--- config.mk ---
export PLATFORM = sky130hd
export DESIGN_NAME = fetch_stage
export DESIGN_NICKNAME = d
export VERILOG_FILES = /design/src/rtl/fetch_stage_pkg.sv /design/src/rtl/fetch_stage_sat_counter.sv /design/src/rtl/fetch_stage.sv
export SDC_FILE = /design/constraint.sdc
export NUM_CORES = 1
export LEC_CHECK = 0
export BUFFER_PORTS_ARGS = -buffer_cell sky130_fd_sc_hd__buf_2
export CAP_MARGIN = 20
export CORE_MARGIN = 2
export CORE_UTILIZATION = 51
export CTS_CLUSTER_DIAMETER = 40
export DETAILED_ROUTE_END_ITERATION = 10
export GPL_TIMING_DRIVEN = 0
export PLACE_DENSITY = 0.78
export SETUP_SLACK_MARGIN = 0.2
export SYNTH_ARGS = -nofsm -noshare
export SYNTH_HDL_FRONTEND = slang
export SYNTH_HIERARCHICAL = 1
export SYNTH_SLANG_ARGS = --single-unit
--- constraint.sdc ---
create_clock -name clk -period 3.9 [get_ports clk]
set_input_delay 0.585 -clock clk [delete_from_list [all_inputs] [get_ports clk]]
set_output_delay 0.585 -clock clk [all_outputs]
set_load 0.01 [all_outputs]
--- src/rtl/fetch_stage_pkg.sv ---
// Shared constants and types for the instruction fetch stage.
package fetch_stage_pkg;

    localparam int unsigned PC_INC       = 4;
    localparam logic [31:0] NOP_ENCODING = 32'h0000_0000;

    typedef enum logic {
        BOOT = 1'b0,
        RUN  = 1'b1
    } fetch_state_e;

endpackage

--- src/rtl/fetch_stage_sat_counter.sv ---
// Saturating up-counter used for the fetch stage performance counters.
module sat_counter #(
    parameter int CNT_W = 32
) (
    input  logic             clk,
    input  logic             arst,
    input  logic             inc,
    output logic [CNT_W-1:0] count
);

    logic [CNT_W-1:0] count_d;
    logic [CNT_W-1:0] count_q;

    // Sticks at all-ones instead of wrapping back to zero.
    always_comb begin
        count_d = count_q;
        if (inc && (count_q != {CNT_W{1'b1}})) begin
            count_d = count_q + CNT_W'(1);
        end
    end

    always_ff @(posedge clk or posedge arst) begin
        if (arst) begin
            count_q <= '0;
        end else begin
            count_q <= count_d;
        end
    end

    assign count = count_q;

endmodule

--- src/rtl/fetch_stage.sv ---
// IF stage: program counter, next-PC selection, synchronous imem addressing
// and the IF/ID pipeline register with stall and flush handling.
module fetch_stage
    import fetch_stage_pkg::*;
#(
    parameter int               PC_W      = 32,
    parameter int               INSTR_W   = 32,
    parameter logic [PC_W-1:0]  RESET_PC  = PC_W'(0),
    parameter logic [INSTR_W-1:0] NOP_INSTR = INSTR_W'(NOP_ENCODING),
    parameter int               CNT_W     = 32
) (
    input  logic               clk,
    input  logic               arst,
    input  logic               enable,
    input  logic               PC_write_enable,
    input  logic               IF_ID_pipe_enable,
    input  logic               branch_taken,
    input  logic [PC_W-1:0]    branch_target,
    input  logic               jump,
    input  logic [PC_W-1:0]    jump_target,
    output logic [PC_W-1:0]    imem_addr,
    input  logic [INSTR_W-1:0] imem_rdata,
    output logic [PC_W-1:0]    pc_IF_ID,
    output logic [INSTR_W-1:0] instruction_IF_ID,
    output logic               valid_IF_ID,
    output logic               fetch_misaligned,
    output logic [CNT_W-1:0]   fetch_count,
    output logic [CNT_W-1:0]   stall_count
);

    fetch_state_e state_q;
    fetch_state_e state_d;

    logic [PC_W-1:0]    pc_q;
    logic [PC_W-1:0]    pc_d;
    logic [PC_W-1:0]    pc_next;
    logic [PC_W-1:0]    redirect_raw;
    logic [PC_W-1:0]    redirect_pc;
    logic               redirect;
    logic               running;

    logic [PC_W-1:0]    if_id_pc_q;
    logic [PC_W-1:0]    if_id_pc_d;
    logic [INSTR_W-1:0] if_id_instr_q;
    logic [INSTR_W-1:0] if_id_instr_d;
    logic               if_id_valid_q;
    logic               if_id_valid_d;
    logic               misaligned_q;
    logic               misaligned_d;

    logic               fetch_inc;
    logic               stall_inc;

    always_ff @(posedge clk or posedge arst) begin
        if (arst) begin
            state_q <= BOOT;
        end else if (enable) begin
            state_q <= state_d;
        end
    end

    always_comb begin
        state_d = state_q;
        if (state_q == BOOT) begin
            state_d = RUN;
        end
    end

    // Memory must always be addressed with what pc_q will hold next, so that
    // imem_rdata lines up with pc_q; frozen cycles re-read the current PC.
    always_comb begin
        running   = (state_q == RUN);
        imem_addr = pc_q;
        if (enable) begin
            imem_addr = running ? pc_next : RESET_PC;
        end
    end

    always_comb begin
        redirect     = jump | branch_taken;
        redirect_raw = jump ? jump_target : branch_target;
        redirect_pc  = {redirect_raw[PC_W-1:2], 2'b00};
        if (redirect) begin
            pc_next = redirect_pc;
        end else if (!PC_write_enable) begin
            pc_next = pc_q;
        end else begin
            pc_next = pc_q + PC_W'(PC_INC);
        end
        // BOOT is fetching RESET_PC, so the PC must stay there for its data to match.
        pc_d = running ? pc_next : RESET_PC;
    end

    always_comb begin
        if_id_pc_d    = if_id_pc_q;
        if_id_instr_d = if_id_instr_q;
        if_id_valid_d = if_id_valid_q;
        if (redirect) begin
            if_id_pc_d    = '0;
            if_id_instr_d = NOP_INSTR;
            if_id_valid_d = 1'b0;
        end else if (IF_ID_pipe_enable) begin
            if_id_pc_d    = pc_q;
            if_id_instr_d = imem_rdata;
            if_id_valid_d = running;
        end
        misaligned_d = misaligned_q | (redirect && (redirect_raw[1:0] != 2'b00));
    end

    always_ff @(posedge clk or posedge arst) begin
        if (arst) begin
            pc_q          <= RESET_PC;
            if_id_pc_q    <= '0;
            if_id_instr_q <= NOP_INSTR;
            if_id_valid_q <= 1'b0;
            misaligned_q  <= 1'b0;
        end else if (enable) begin
            pc_q          <= pc_d;
            if_id_pc_q    <= if_id_pc_d;
            if_id_instr_q <= if_id_instr_d;
            if_id_valid_q <= if_id_valid_d;
            misaligned_q  <= misaligned_d;
        end
    end

    assign fetch_inc = enable && !redirect && IF_ID_pipe_enable && running;
    assign stall_inc = enable && !redirect && !PC_write_enable;

    sat_counter #(.CNT_W(CNT_W)) u_fetch_counter (
        .clk   (clk),
        .arst  (arst),
        .inc   (fetch_inc),
        .count (fetch_count)
    );

    sat_counter #(.CNT_W(CNT_W)) u_stall_counter (
        .clk   (clk),
        .arst  (arst),
        .inc   (stall_inc),
        .count (stall_count)
    );

    assign pc_IF_ID          = if_id_pc_q;
    assign instruction_IF_ID = if_id_instr_q;
    assign valid_IF_ID       = if_id_valid_q;
    assign fetch_misaligned  = misaligned_q;

endmodule
==> flow_metrics.tcl <==
set metrics [dict create \
    ys_seq_area_frac 0.525 \
    skew_ps 6.89 \
    total_power_mw 4.27 \
    syn-instance-count 723 \
    timing_worst_setup_path_type "in2out" \
    place.gp.congestion 0.909 \
    crit_path_end_kind "primary output" \
    synth-seq-cells 163 \
    initial_utilization 0.516 \
    cts_sinks 163 \
    die_area_sq_mm 0.0162 \
    clk_path_buf_depth 2 \
    ys_types 48 \
    met3_length_mm 1.84 \
    routed_wl_mm 23.4 \
    drtAntennaViolNets 0 \
    placed_cells 1177 \
    met2_length_mm 11.2 \
    critPathLaunchType "input pin" \
    syn_area_per_cell_sq_um 10.7 \
    final_cells 1209 \
    die_y_microns 127 \
    io_buffers 263 \
    drive_gt1_frac 0.325 \
    synth_edf_count 0 \
    gr-total-overflow 0 \
    viasPerCell 5.93 \
    p_per_area_mw_per_mm2 427 \
    area_growth_pct 28.7 \
    rows 45 \
    peakVddDrop_mv 0.314 \
    wl_per_cell_microns 19.4 \
    ff2ff_path_depth 7 \
    routed.top_layer "met4" \
    period_share 0.905 \
    outcome "completed" \
    cts_made_buffers 17 \
    multi_input_area_sq_mm 0.00340 \
    arrival_ps 2950 \
    register_area_sq_mm 0.00408 \
    grt_pass1_vias 6836 \
    grt.total_usage 0.290 \
    clk_latency_ps 430 \
    p_leak_nw 5.02 \
    grt_pass1_wl_mm 36.5 \
    core_area_sq_mm 0.0150 \
    r2r_slack_ps 1510 \
    yosysWarnings 6 \
    fmaxAchievable_mhz 283 \
    r2r_start "running" \
    syn_area_sq_mm 0.00776 \
    layout.nets 1114 \
    dp_hpwl_mm 17.3 \
    vias 7174 \
    pin_count 265 \
    async_reset_ff_frac 1.00 \
    slew_viol_final 0 \
    die_x_microns 127 \
    layout_min_cycle_time_ps 3530 \
    post_cts_buffers 0 \
    nFillCells 1213 \
    rsz0062_at_grt "false" \
    antenna_found_initial 1 \
    worst_pin_slew_ps 763 \
    grt_max_degree 73 \
    reg2reg_to "u_fetch_counter/count[29]" \
    drtPass1Iterations 5 \
    drc 0 \
    cp_max_fo 10 \
    finalSetupViolCount 0 \
    synth.net_count 829 \
    hold_violations 0 \
    cp.required_ps 3310 \
    cts_tree "done" \
    yosys_most_used_dff "dfrtp_1" \
    cts-root-buf "clkbuf_16" \
    cts_max_level 4 \
    hold_class "in2async" \
    clk_pin_slew_ps 60 \
    max_slew_margin 0.491 \
    drt_iter0_drc 705 \
    wl_met1_mm 9.68 \
    maxCapViolCount 0 \
]
[report_power, final]
part           switching (mW)  internal [mW]
registers               0.140           1.81
logic                   0.372          0.257
clock network           0.658           1.04
[flip-flops by register name, indices dropped and copies added (netlist names)]
signal	count
pc_q	32
valid_IF_ID	1
instruction_IF_ID	32
u_stall_counter/count	32
running	1
u_fetch_counter/count	32
fetch_misaligned	1
pc_IF_ID	32
[critical path, cell delays in order]
cell and delay [ps]:
buf_2 220, nand2b_1 130, clkbuf_1 570, buf_1 530, o221ai_1 290, o21ai_0 230
nand2_1 60, o21ai_0 120, buf_2 200
[worst max path at each step]
stage                 startpoint                         to  depth (start not counted)
floorplan                   arst           fetch_misaligned                          1
global placement            arst               pc_IF_ID[22]                          2
detailed placement  branch_taken  u_fetch_counter/count[29]                         11
CTS                 branch_taken  u_fetch_counter/count[25]                         11
global route             pc_q[2]              imem_addr[16]                          7
finish                      jump               imem_addr[5]                          9
[final cells by class]
cell class | instances | share of cell area
diodes | 1 | 0.000251
plain buffers | 40 | 0.0172
clock buffers | 22 | 0.0465
clock inverters | 9 | 0.0130
inverters | 30 | 0.0115
multi-input cells | 490 | 0.341
flip-flops and latches | 163 | 0.408
well taps | 188 | 0.0236
repair buffers | 266 | 0.139
[cells in the mapped netlist, types with 13 or more instances]
library cell	number	area (sq um)
dfrtp_1	163	4080
a22o_1	68	596
xnor2_1	54	473
nand3_1	48	240
o21ai_0	37	185
nand2_1	34	128
nor2_1	33	124
inv_1	30	113
nand4_1	29	181
a21oi_1	27	135
and3_1	26	163
clkbuf_1	22	82.6
o221ai_1	19	166
o2bb2ai_1	13	114
[cell families (layout without fill, tap and decap cells)]
kind of cell | after synthesis | count (layout) | synth area share
AOI/OAI and AO/OA | 202 | 202 | 0.200
xor gates and xnor gates | 58 | 58 | 0.0654
adders and majority gates | 3 | 3 | 0.00484
buffers and inverters | 70 | 367 | 0.0364
DFF | 163 | 163 | 0.525
muxes | 5 | 5 | 0.00677
other | 0 | 1 | 0
and+or+nand+nor | 222 | 222 | 0.161
[routing by layer]
layer,up-vias,global-route usage
met5,-,0
met4,0,0.123
met3,53,0.0620
met2,365,0.467
met1,3464,0.382
li1,3292,-
[stage by stage]
stage / setup TNS (ps) / setup WS, ps / utilization / hold WS, ps / area (sq um)
after detailed placement: -257 / -50.7 / 0.624 / 470 / 9390
after CTS: 0 / 370 / 0.664 / 178 / 9980
after global placement: -47900 / -488 / 0.620 / 446 / 9320
final: 0 / 370 / 0.664 / 169 / 9990
after floorplan: 0 / 725 / - / 458 / 7760
after global routing: 0 / 217 / 0.664 / 204 / 9990
[layout by cell type (no fill, tap or decap), types with 8 or more instances in the layout]
cell,Yosys,final
a21oi_1,27,27
a22o_1,68,68
a31oi_1,8,8
and3_1,26,26
and4_1,9,9
buf_2,8,271
clkbuf_1,22,24
clkbuf_16,0,17
dfrtp_1,163,163
inv_1,30,29
nand2_1,34,34
nand3_1,48,48
nand4_1,29,29
nor2_1,33,32
nor3_1,11,11
o21ai_0,37,37
o221ai_1,19,19
o22ai_1,10,10
o2bb2ai_1,13,13
xnor2_1,54,54
[repair_timing]
item / in CTS / in global routing
hold buffers: 0 / 0
setup endpoints to repair: 0 / 7
gates resized for setup: 0 / 3
Power figures use the tool's default switching activity.
